`config.mk`:
```
export PLATFORM = sky130hd
export DESIGN_NAME = button_conditioner
export DESIGN_NICKNAME = d
export VERILOG_FILES = /design/src/rtl/button_conditioner.sv
export SDC_FILE = /design/constraint.sdc
export NUM_CORES = 1
export LEC_CHECK = 0
export CORE_AREA = 2 2 123 125
export DETAILED_ROUTE_END_ITERATION = 6
export DIE_AREA = 0 0 125 127
export GPL_TIMING_DRIVEN = 0
export PLACE_DENSITY = 0.87
export SETUP_SLACK_MARGIN = 0.15
export SLEW_MARGIN = 40
export SYNTH_ARGS = -nofsm -noshare
export SYNTH_HDL_FRONTEND = slang
export SYNTH_SLANG_ARGS = --single-unit
```
`constraint.sdc`:
```
create_clock -name Clk -period 5.8 [get_ports Clk]
set_input_delay 1.45 -clock Clk [delete_from_list [all_inputs] [get_ports Clk]]
set_output_delay 1.45 -clock Clk [all_outputs]
set_load 0.02 [all_outputs]
```
`src/rtl/button_conditioner.sv`:
```
// Push-button front end: per channel a 2-flop synchronizer, a debounce/auto-repeat FSM and registered DPB/SCEN/MCEN.
// Optional macro BTN_LOCKOUT_EN: the channel that owns a press suppresses SCEN/MCEN from every other channel.
module button_conditioner #(
    parameter int N_BTN           = 5,
    parameter int DEBOUNCE_CYCLES = 500000,
    parameter int REPEAT_DELAY    = 25000000,
    parameter int REPEAT_PERIOD   = 5000000
) (
    input  logic             Clk,
    input  logic             Reset,
    input  logic [N_BTN-1:0] BtnIn,
    output logic [N_BTN-1:0] DPB,
    output logic [N_BTN-1:0] SCEN,
    output logic [N_BTN-1:0] MCEN,
    output logic             AnyPressed
);

    localparam int MAX_DR  = (DEBOUNCE_CYCLES > REPEAT_DELAY) ? DEBOUNCE_CYCLES : REPEAT_DELAY;
    localparam int CNT_MAX = (MAX_DR > REPEAT_PERIOD) ? MAX_DR : REPEAT_PERIOD;
    localparam int CNT_W   = (CNT_MAX > 1) ? $clog2(CNT_MAX) : 1;

    localparam logic [CNT_W-1:0] DEB_LAST = CNT_W'(DEBOUNCE_CYCLES - 1);
    localparam logic [CNT_W-1:0] DLY_LAST = CNT_W'(REPEAT_DELAY - 1);
    localparam logic [CNT_W-1:0] PER_LAST = CNT_W'(REPEAT_PERIOD - 1);

    typedef enum logic [4:0] {
        IDLE   = 5'b00001,
        ARM    = 5'b00010,
        PRESS  = 5'b00100,
        REPEAT = 5'b01000,
        DISARM = 5'b10000
    } state_e;

    logic [N_BTN-1:0] dpb_d_w;
    logic             any_q;

`ifdef BTN_LOCKOUT_EN
    logic [N_BTN-1:0] owner_w;
    logic [N_BTN-1:0] enter_w;
`endif

    genvar gi;
    generate
        for (gi = 0; gi < N_BTN; gi++) begin : g_ch
            logic             sync1_q;
            logic             s_in_q;
            state_e           state_q;
            state_e           state_d;
            logic [CNT_W-1:0] cnt_q;
            logic [CNT_W-1:0] cnt_d;
            logic             dpb_q;
            logic             dpb_d;
            logic             scen_q;
            logic             scen_d;
            logic             mcen_q;
            logic             mcen_d;
            logic             enter;
            logic             rpt;
            logic             suppress;

            always_ff @(posedge Clk or negedge Reset) begin
                if (!Reset) begin
                    sync1_q <= 1'b0;
                    s_in_q  <= 1'b0;
                    state_q <= IDLE;
                    cnt_q   <= '0;
                    dpb_q   <= 1'b0;
                    scen_q  <= 1'b0;
                    mcen_q  <= 1'b0;
                end else begin
                    sync1_q <= BtnIn[gi];
                    s_in_q  <= sync1_q;
                    state_q <= state_d;
                    cnt_q   <= cnt_d;
                    dpb_q   <= dpb_d;
                    scen_q  <= scen_d;
                    mcen_q  <= mcen_d;
                end
            end

            // A low sample always wins over a terminal count, so a release never emits a final repeat.
            always_comb begin
                state_d = state_q;
                cnt_d   = cnt_q + 1'b1;
                enter   = 1'b0;
                rpt     = 1'b0;
                case (state_q)
                    IDLE: begin
                        cnt_d = '0;
                        if (s_in_q) state_d = ARM;
                    end
                    ARM: begin
                        if (!s_in_q) begin
                            state_d = IDLE;
                            cnt_d   = '0;
                        end else if (cnt_q == DEB_LAST) begin
                            state_d = PRESS;
                            cnt_d   = '0;
                            enter   = 1'b1;
                        end
                    end
                    PRESS: begin
                        if (!s_in_q) begin
                            state_d = DISARM;
                            cnt_d   = '0;
                        end else if (cnt_q == DLY_LAST) begin
                            state_d = REPEAT;
                            cnt_d   = '0;
                            rpt     = 1'b1;
                        end
                    end
                    REPEAT: begin
                        if (!s_in_q) begin
                            state_d = DISARM;
                            cnt_d   = '0;
                        end else if (cnt_q == PER_LAST) begin
                            cnt_d = '0;
                            rpt   = 1'b1;
                        end
                    end
                    DISARM: begin
                        if (s_in_q) begin
                            state_d = PRESS;
                            cnt_d   = '0;
                        end else if (cnt_q == DEB_LAST) begin
                            state_d = IDLE;
                            cnt_d   = '0;
                        end
                    end
                    default: begin
                        state_d = IDLE;
                        cnt_d   = '0;
                    end
                endcase
            end

            assign dpb_d  = (state_d == PRESS) || (state_d == REPEAT) || (state_d == DISARM);
            assign scen_d = enter & ~suppress;
            assign mcen_d = (enter | rpt) & ~suppress;

`ifdef BTN_LOCKOUT_EN
            logic lock_q;
            logic lock_d;
            logic blocked;

            always_ff @(posedge Clk or negedge Reset) begin
                if (!Reset) begin
                    lock_q <= 1'b0;
                end else begin
                    lock_q <= lock_d;
                end
            end

            assign enter_w[gi] = enter;
            assign owner_w[gi] = ((state_q == PRESS) || (state_q == REPEAT) || (state_q == DISARM)) & ~lock_q;

            // The lock verdict is taken once, on the accepted press, and held until the channel is idle again.
            always_comb begin
                blocked = 1'b0;
                for (int j = 0; j < N_BTN; j++) begin
                    if ((j != gi) && owner_w[j]) blocked = 1'b1;
                    if ((j < gi) && enter_w[j]) blocked = 1'b1;
                end
                lock_d = lock_q;
                if (enter) begin
                    lock_d = blocked;
                end else if (state_d == IDLE) begin
                    lock_d = 1'b0;
                end
            end

            assign suppress = lock_d;
`else
            assign suppress = 1'b0;
`endif

            assign dpb_d_w[gi] = dpb_d;
            assign DPB[gi]     = dpb_q;
            assign SCEN[gi]    = scen_q;
            assign MCEN[gi]    = mcen_q;
        end
    endgenerate

    always_ff @(posedge Clk or negedge Reset) begin
        if (!Reset) begin
            any_q <= 1'b0;
        end else begin
            any_q <= |dpb_d_w;
        end
    end

    assign AnyPressed = any_q;

endmodule
```
# Word-level counts from Yosys, hierarchy flattened
# Index checks and enable logic that the tools add are counted.
dict set report totals {
  ff_bits 176
  output_inout_bits 16
  word_cells 237
}
dict set report op_classes {
  add_sub_neg 5
  eq_ne 55
  muxes 125
  bitwise 5
  n_reduce_logical 11
}
# operator n
set ops {}
lappend ops {{$mux 25} 35}
lappend ops {{$pmux 25 s4} 5}
lappend ops {{$mux 5} 40}
lappend ops {{$add 25x1->25 const B} 5}
lappend ops {{$eq 25x19->1 const B} 5}
lappend ops {{$eq 25x23->1 const B} 5}
lappend ops {{$eq 25x25->1 const B} 5}
lappend ops {{$pmux 5 s5} 5}
lappend ops {{$eq 5x3->1 const B} 10}
lappend ops {{$eq 5x4->1 const B} 10}
lappend ops {{$eq 5x5->1 const B} 10}
lappend ops {{$mux 1} 35}
lappend ops {{$eq 5x1->1 const B} 5}
lappend ops {{$eq 5x2->1 const B} 5}
lappend ops {{$logic_or 1x1->1} 10}
lappend ops {{$pmux 1 s2} 5}
lappend ops {{$or 1x1->1} 5}
lappend ops {{$reduce_or 5->1} 1}

# Logic depth before layout (Yosys ltp)
dict set report logic_depth {
  word_depth 8
  depth_mapped 8
}

# Worst setup path after synthesis
# Ideal clock, no wire load.
dict set report synth_path {
  path_type {register to register}
  startpoint {register g_ch[0].cnt_q[0]}
  endpoint {register g_ch[0].cnt_q[19]}
  setup_ns 0.119
  arrival_time_ns 2.230
  t_required_ns 5.681
  setup_slack_ns 3.451
  stages_incl_launch_ff 9
  path_buffers 1
  period_less_slack_ns 2.349
  cell_sequence {dfrtp_1 ha_1 or4bb_1 nor4_2 nand2_1 a211o_1 a21oi_4 buf_4 nor2_1}
}
dict set report synth_via {
  elab_chain_len 4
  elab_cells_between_ends 12
}
# element line
set synth_rtl {}
lappend synth_rtl {{start, declared} 49} ;# logic [CNT_W-1:0] cnt_q;
lappend synth_rtl {{start signal, assigned} 74} ;# cnt_q <= cnt_d;
lappend synth_rtl {{$add 25x1->25, or another cell as far along} 84} ;# cnt_d = cnt_q + 1'b1;
lappend synth_rtl {{$mux 25, on equally long branches (2 in series)} n/a}
lappend synth_rtl {{$pmux 25 s4 *} 87} ;# case (state_q)
lappend synth_rtl {{net g_ch[0].cnt_d[19]} 50} ;# logic [CNT_W-1:0] cnt_d;
# Mark *: on every way through the listed nets, which the timed path passes. The rest lies on a longest branch.

# Worst setup path in the final report
dict set report layout_path {
  startpoint {register g_ch[0].cnt_q[0]}
  endpoint {register any_q, in the netlist AnyPressed}
}
dict set report layout_via {
  elab_chain_len 8
  elab_cells_between_ends 15
}
# element line
set layout_rtl {}
lappend layout_rtl {{$eq 25x19->1 / $eq 25x25->1 (equally long branches)} {96, 125, 106}}
lappend layout_rtl {{$mux 5, on equally long branches} {125, 106, 96}}
lappend layout_rtl {{$mux 5, on equally long branches} {122, 103, 93}}
lappend layout_rtl {{$pmux 5 s5 *} 87}
lappend layout_rtl {{$eq 5x3->1 / $eq 5x4->1 (equally long branches)} 137} ;# assign dpb_d = (state_d == PRESS) || (state_d == REPEAT) || (state_d == DISARM);
lappend layout_rtl {{$logic_or 1x1->1} 137}
lappend layout_rtl {{$logic_or 1x1->1 *} 137}
lappend layout_rtl {{$reduce_or 5->1 *} 188} ;# any_q <= |dpb_d_w;
lappend layout_rtl {{end signal, assigned} 188}
lappend layout_rtl {{end, declared} 35} ;# logic any_q;
# Mark *: on every way between the ends. The rest lies on a longest branch, timed or not.

==> flow_results.org <==
** Drt
- Number of nets with antenna violations after routing :: 0
- The first detailed-routing pass took 7 iterations.
- Iteration-0 DRC count of the detailed router :: 744
- The routed layout has between 7k and 8k vias.
- In the final routed layout, each cell accounts on average for roughly 16 µm.
- Wire length reported by the detailed router :: 20,250 µm
- After detailed routing, the number of remaining DRC violations is 0.
- Using the TritonRoute via totals, the vias-per-cell ratio works out to around 6.1.

** Critical path
- For the worst flop-to-flop path, the logic depth is 7.
- The worst setup path is captured at a register.
- STA puts the critical path data arrival time at 3.27 ns.
- Traced cell by cell, the critical path runs through ha_1 > or4bb_1 > nor4_2 > nand3b_1 > o2bb2ai_1 > a2111oi_0 > nand4b_1.
- Kind of cell with the highest combined delay on the critical path :: simple AND/OR/NAND/NOR gates
- Critical path buffer and inverter count :: 0
- Required time at the worst-slack endpoint :: about 6 ns
- CP max-delay cell :: sky130_fd_sc_hd__a2111oi_0
- Kind of critical path :: register to register
- On the worst path, the slowest cell contributes a delay of 0.73 ns.
- The worst setup path is launched from a register.
- CP max FO :: 5
- Stages on worst setup path :: 7

** Clocking
- No sink is reached through more buffers than the 2 on the longest clock path.
- The later pin in the worst-skew pair is clocked with a latency of 0.43 ns.
- After clock tree synthesis, the setup repair step added 0 buffers.
- Counting every sink on the clock net gives 176.
- The number of hold buffers added after CTS was 0.
- Quantity of gates resized following cts :: 0
- The clock tree synthesis step divided the H-tree into 4 levels.
- Clock tree from TritonCTS :: yes
- Clock-pin slew was measured on the worst setup and hold paths at ~0.07 ns.
- CTS Root Cell :: sky130_fd_sc_hd__clkbuf_16
- CTS Buf Count :: 17

** Final layout
- In the final layout, the share of cells above drive strength 1 is 0.07418.
- Diodes inserted :: 0
- Counting the fill cells in the layout gives 1,016.
- Final net count :: 1,092
- Area overhead of the layout relative to synthesis :: 11.53%

** Pwr
- Comb power frac :: 0.150
- Cell-internal power :: 0.002129 W
- IR analysis of the VDD net gives a maximum drop of 0.2246 mV.
- Seq pwr share :: 0.454
- Switching fraction of total power :: 0.2627
- Net switching power of the design :: 0.0007582 W
- Pwr Density :: 271.1 mW/mm²
- Share of power burned in the clock network :: 0.396
- Leakage Power :: 4.220 nW

** Floorplanning
- The floorplan has between 40 and 50 rows.
- Full die area :: 0.01588 mm²
- Die span in x :: 125 µm
- Starting utilization of the core area :: 0.6619
- In this run the count of I/O pins placed on the die edge is 23.
- In this run the standard cell core region covers 0.01442 mm².
- The floorplan step set the die height to approximately 130 µm.

** Yosys
- Of the synthesized area, sequential elements account for 0.4620.
- The netlist uses 75 different library cells.
- Counting every net in the synthesized netlist gives 1,049.
- Mapped Area :: 0.009547 mm²
- Most used DFF post-synth :: sky130_fd_sc_hd__dfrtp_1
- Number of synthesized flops with an enable pin :: 0
- Total of flip-flops plus latches after synthesis :: 176
- Mean instance size in the synthesized netlist :: 9.206 µm²
- Post-Synthesis Cells :: 1,037
- In the synthesized netlist the async set-or-reset flop fraction comes to 1.000.
- Total number of yosys warnings :: 0

** Outcome
- Run status :: completed

** Timing
- Dividing the final minimum period by the clock period gives 0.5179.
- Transition time of the tightest slew-check pin :: 0.8165 ns
- Post-Route Setup TNS :: 0 ns
- For the final database, setup skew stands at 0.007947 ns.
- The worst path meets setup with 2.796 ns of slack.
- Crit path time final :: 3.004 ns
- Setup violations remaining at the end of the flow were counted as 0.
- Unrepaired setup endpoints after global routing :: false
- Achievable Freq :: around 330 MHz
- Hold violation count in the final report :: 0
- The total count of max-transition violations in the final report was 0.
- Headroom to the max-slew limit came out at 0.4416.

** Placement
- Final Wtd Congestion :: between 0.9 and 1
- Timing analysis after detailed placement gives a worst setup slack of between 2 and 3 ns.
- IO Port Bufs :: 22
- Detailed placement HPWL :: 13,700 µm

** Min path
- Along the worst hold path, the cell count comes to 0.
- The min-delay analysis places its worst path in the category register to register.

** Global route
- Entering global routing, the biggest net connects 79 pins.
- The first global-routing pass estimated ~35,000 µm of wire.
- Overall global routing resource usage :: 0.2635
- Initial antenna violation count :: 0
- The number of global-route vias before repair came to 7,508.
- Total congestion overflow after global routing :: 0

** Flow run
- Max-cap check violation count :: 0
-- per-layer routing --
metal	share of wire	global-route usage
met3	0.046	0.05988
met4	0.016	0.08366
met5	0	0
met2	0.49	0.4335
met1	0.45	0.3525
-- stage by stage --
stage	power, W	util	instance area, µm²	hold WS [ns]	std cells
after floorplan	0.001627	-	9547	0.3312	1037
after global placement	0.001736	0.6931	9997	0.3336	1243
after detailed placement	0.001759	0.6973	10060	0.3386	1245
after CTS	0.002900	0.7382	10650	0.3506	1276
after global routing	0.002998	0.7382	10650	0.3515	1276
final	0.002887	0.7382	10650	0.3491	1276
-- worst reg2reg max path, delay by kind of cell (launching register included) --
kind	cells	cell delay [ns]
compound gates	2	0.91
simple gates	4	1.23
flops	1	0.44
fa+ha+maj	1	0.26
-- synthesized netlist by cell type (all sizes together) (5+ instances only) --
cell    number  area share
nand3       59       0.031
dfstp        5       0.014
nor2b       17       0.011
or2          5      0.0033
dfrtp      171        0.45
and4        16       0.015
buf         22       0.016
clkbuf      34       0.013
nor3        29       0.015
nand2b      20       0.013
nor3b        6      0.0047
nor2       183       0.072
nor4b        5      0.0046
or3          8      0.0052
nor4bb       7      0.0073
and2        13      0.0085
inv         25      0.0098
nand2       68       0.027
xnor2       59       0.054
a31oi        6      0.0039
o211ai       7      0.0060
nand4       37       0.024
nor4        26       0.020
and3        20       0.013
o21bai       7      0.0055
or4         11      0.0094
a21oi       19       0.011
o21ai       25       0.013
ha           5      0.0066
xor2        62       0.057
-- final timing paths --
check                                            from                      endpoint  slack, ns
min in group asynchronous                       Reset  g_ch[1].state_q[1]$_DFF_PN0_       0.87
min                         g_ch[1].sync1_q$_DFF_PN0_      g_ch[1].s_in_q$_DFF_PN0_       0.35
min reg2reg                 g_ch[1].sync1_q$_DFF_PN0_      g_ch[1].s_in_q$_DFF_PN0_       0.35
max reg2reg                g_ch[0].cnt_q[0]$_DFF_PN0_          AnyPressed$_DFF_PN0_       2.80
max                        g_ch[0].cnt_q[0]$_DFF_PN0_          AnyPressed$_DFF_PN0_       2.80
max in group asynchronous                       Reset  g_ch[4].state_q[0]$_DFF_PN1_       4.27
-- state kept, by name, summed over array words and instances (netlist names) --
name	count
g_ch.state_q	25
g_ch.sync1_q	5
g_ch.scen_q	5
g_ch.dpb_q	5
AnyPressed	1
g_ch.s_in_q	5
g_ch.cnt_q	125
g_ch.mcen_q	5
-- placed cells by master (no fill, tap or decap), drive strengths merged, types with 6 or more instances in the layout --
cell type      Yosys  final
buf               22     25
nor2             183    183
clkbuf            34     55
a21oi             19     19
o21ai             25     25
nand3             59     59
xnor2             59     59
dfrtp            171    171
a31oi              6      6
and4              16     16
nor3b              6      6
or4               11     11
nor4              26     26
nand4             37     37
and2              13     13
nor3              29     29
o21bai             7      7
clkdlybuf4s50      0     21
o211ai             7      7
clkinv             0      7
nor4bb             7      7
and3              20     20
nand2             68     68
or3                8      8
inv               25     25
nor2b             17     17
nand2b            20     20
xor2              62     62
-- power groups by stage --
stage	clock (W)	combinational, W	sequential, W
floorplan	0	0.000297	0.00133
global placement	0	0.000404	0.00133
detailed placement	0	0.000426	0.00133
CTS	0.00116	0.000432	0.00131
global route	0.00121	0.000478	0.00132
finish	0.00114	0.000434	0.00131
-- cells by family after synthesis --
kind of cell,synth area share
buffers and inverters,0.03906
adder cells (fa/ha/maj),0.006553
flip-flops,0.4620
XOR/XNOR,0.1110
AND/OR/NAND/NOR,0.3017
AO/OA/AOI/OAI,0.07969
-- cell type report --
type,count,area [µm²],area share
inverters,25,93.84,0.008813
clock inverters,10,110.1,0.01034
repair buffers,24,280.3,0.02632
flip-flops and latches,176,4410,0.4142
well taps,184,230.2,0.02162
clock buffers,21,480.5,0.04512
multi-input cells,780,4763,0.4474
plain buffers,56,279.0,0.02620
Note: power is estimated with default switching activity, not from simulation.
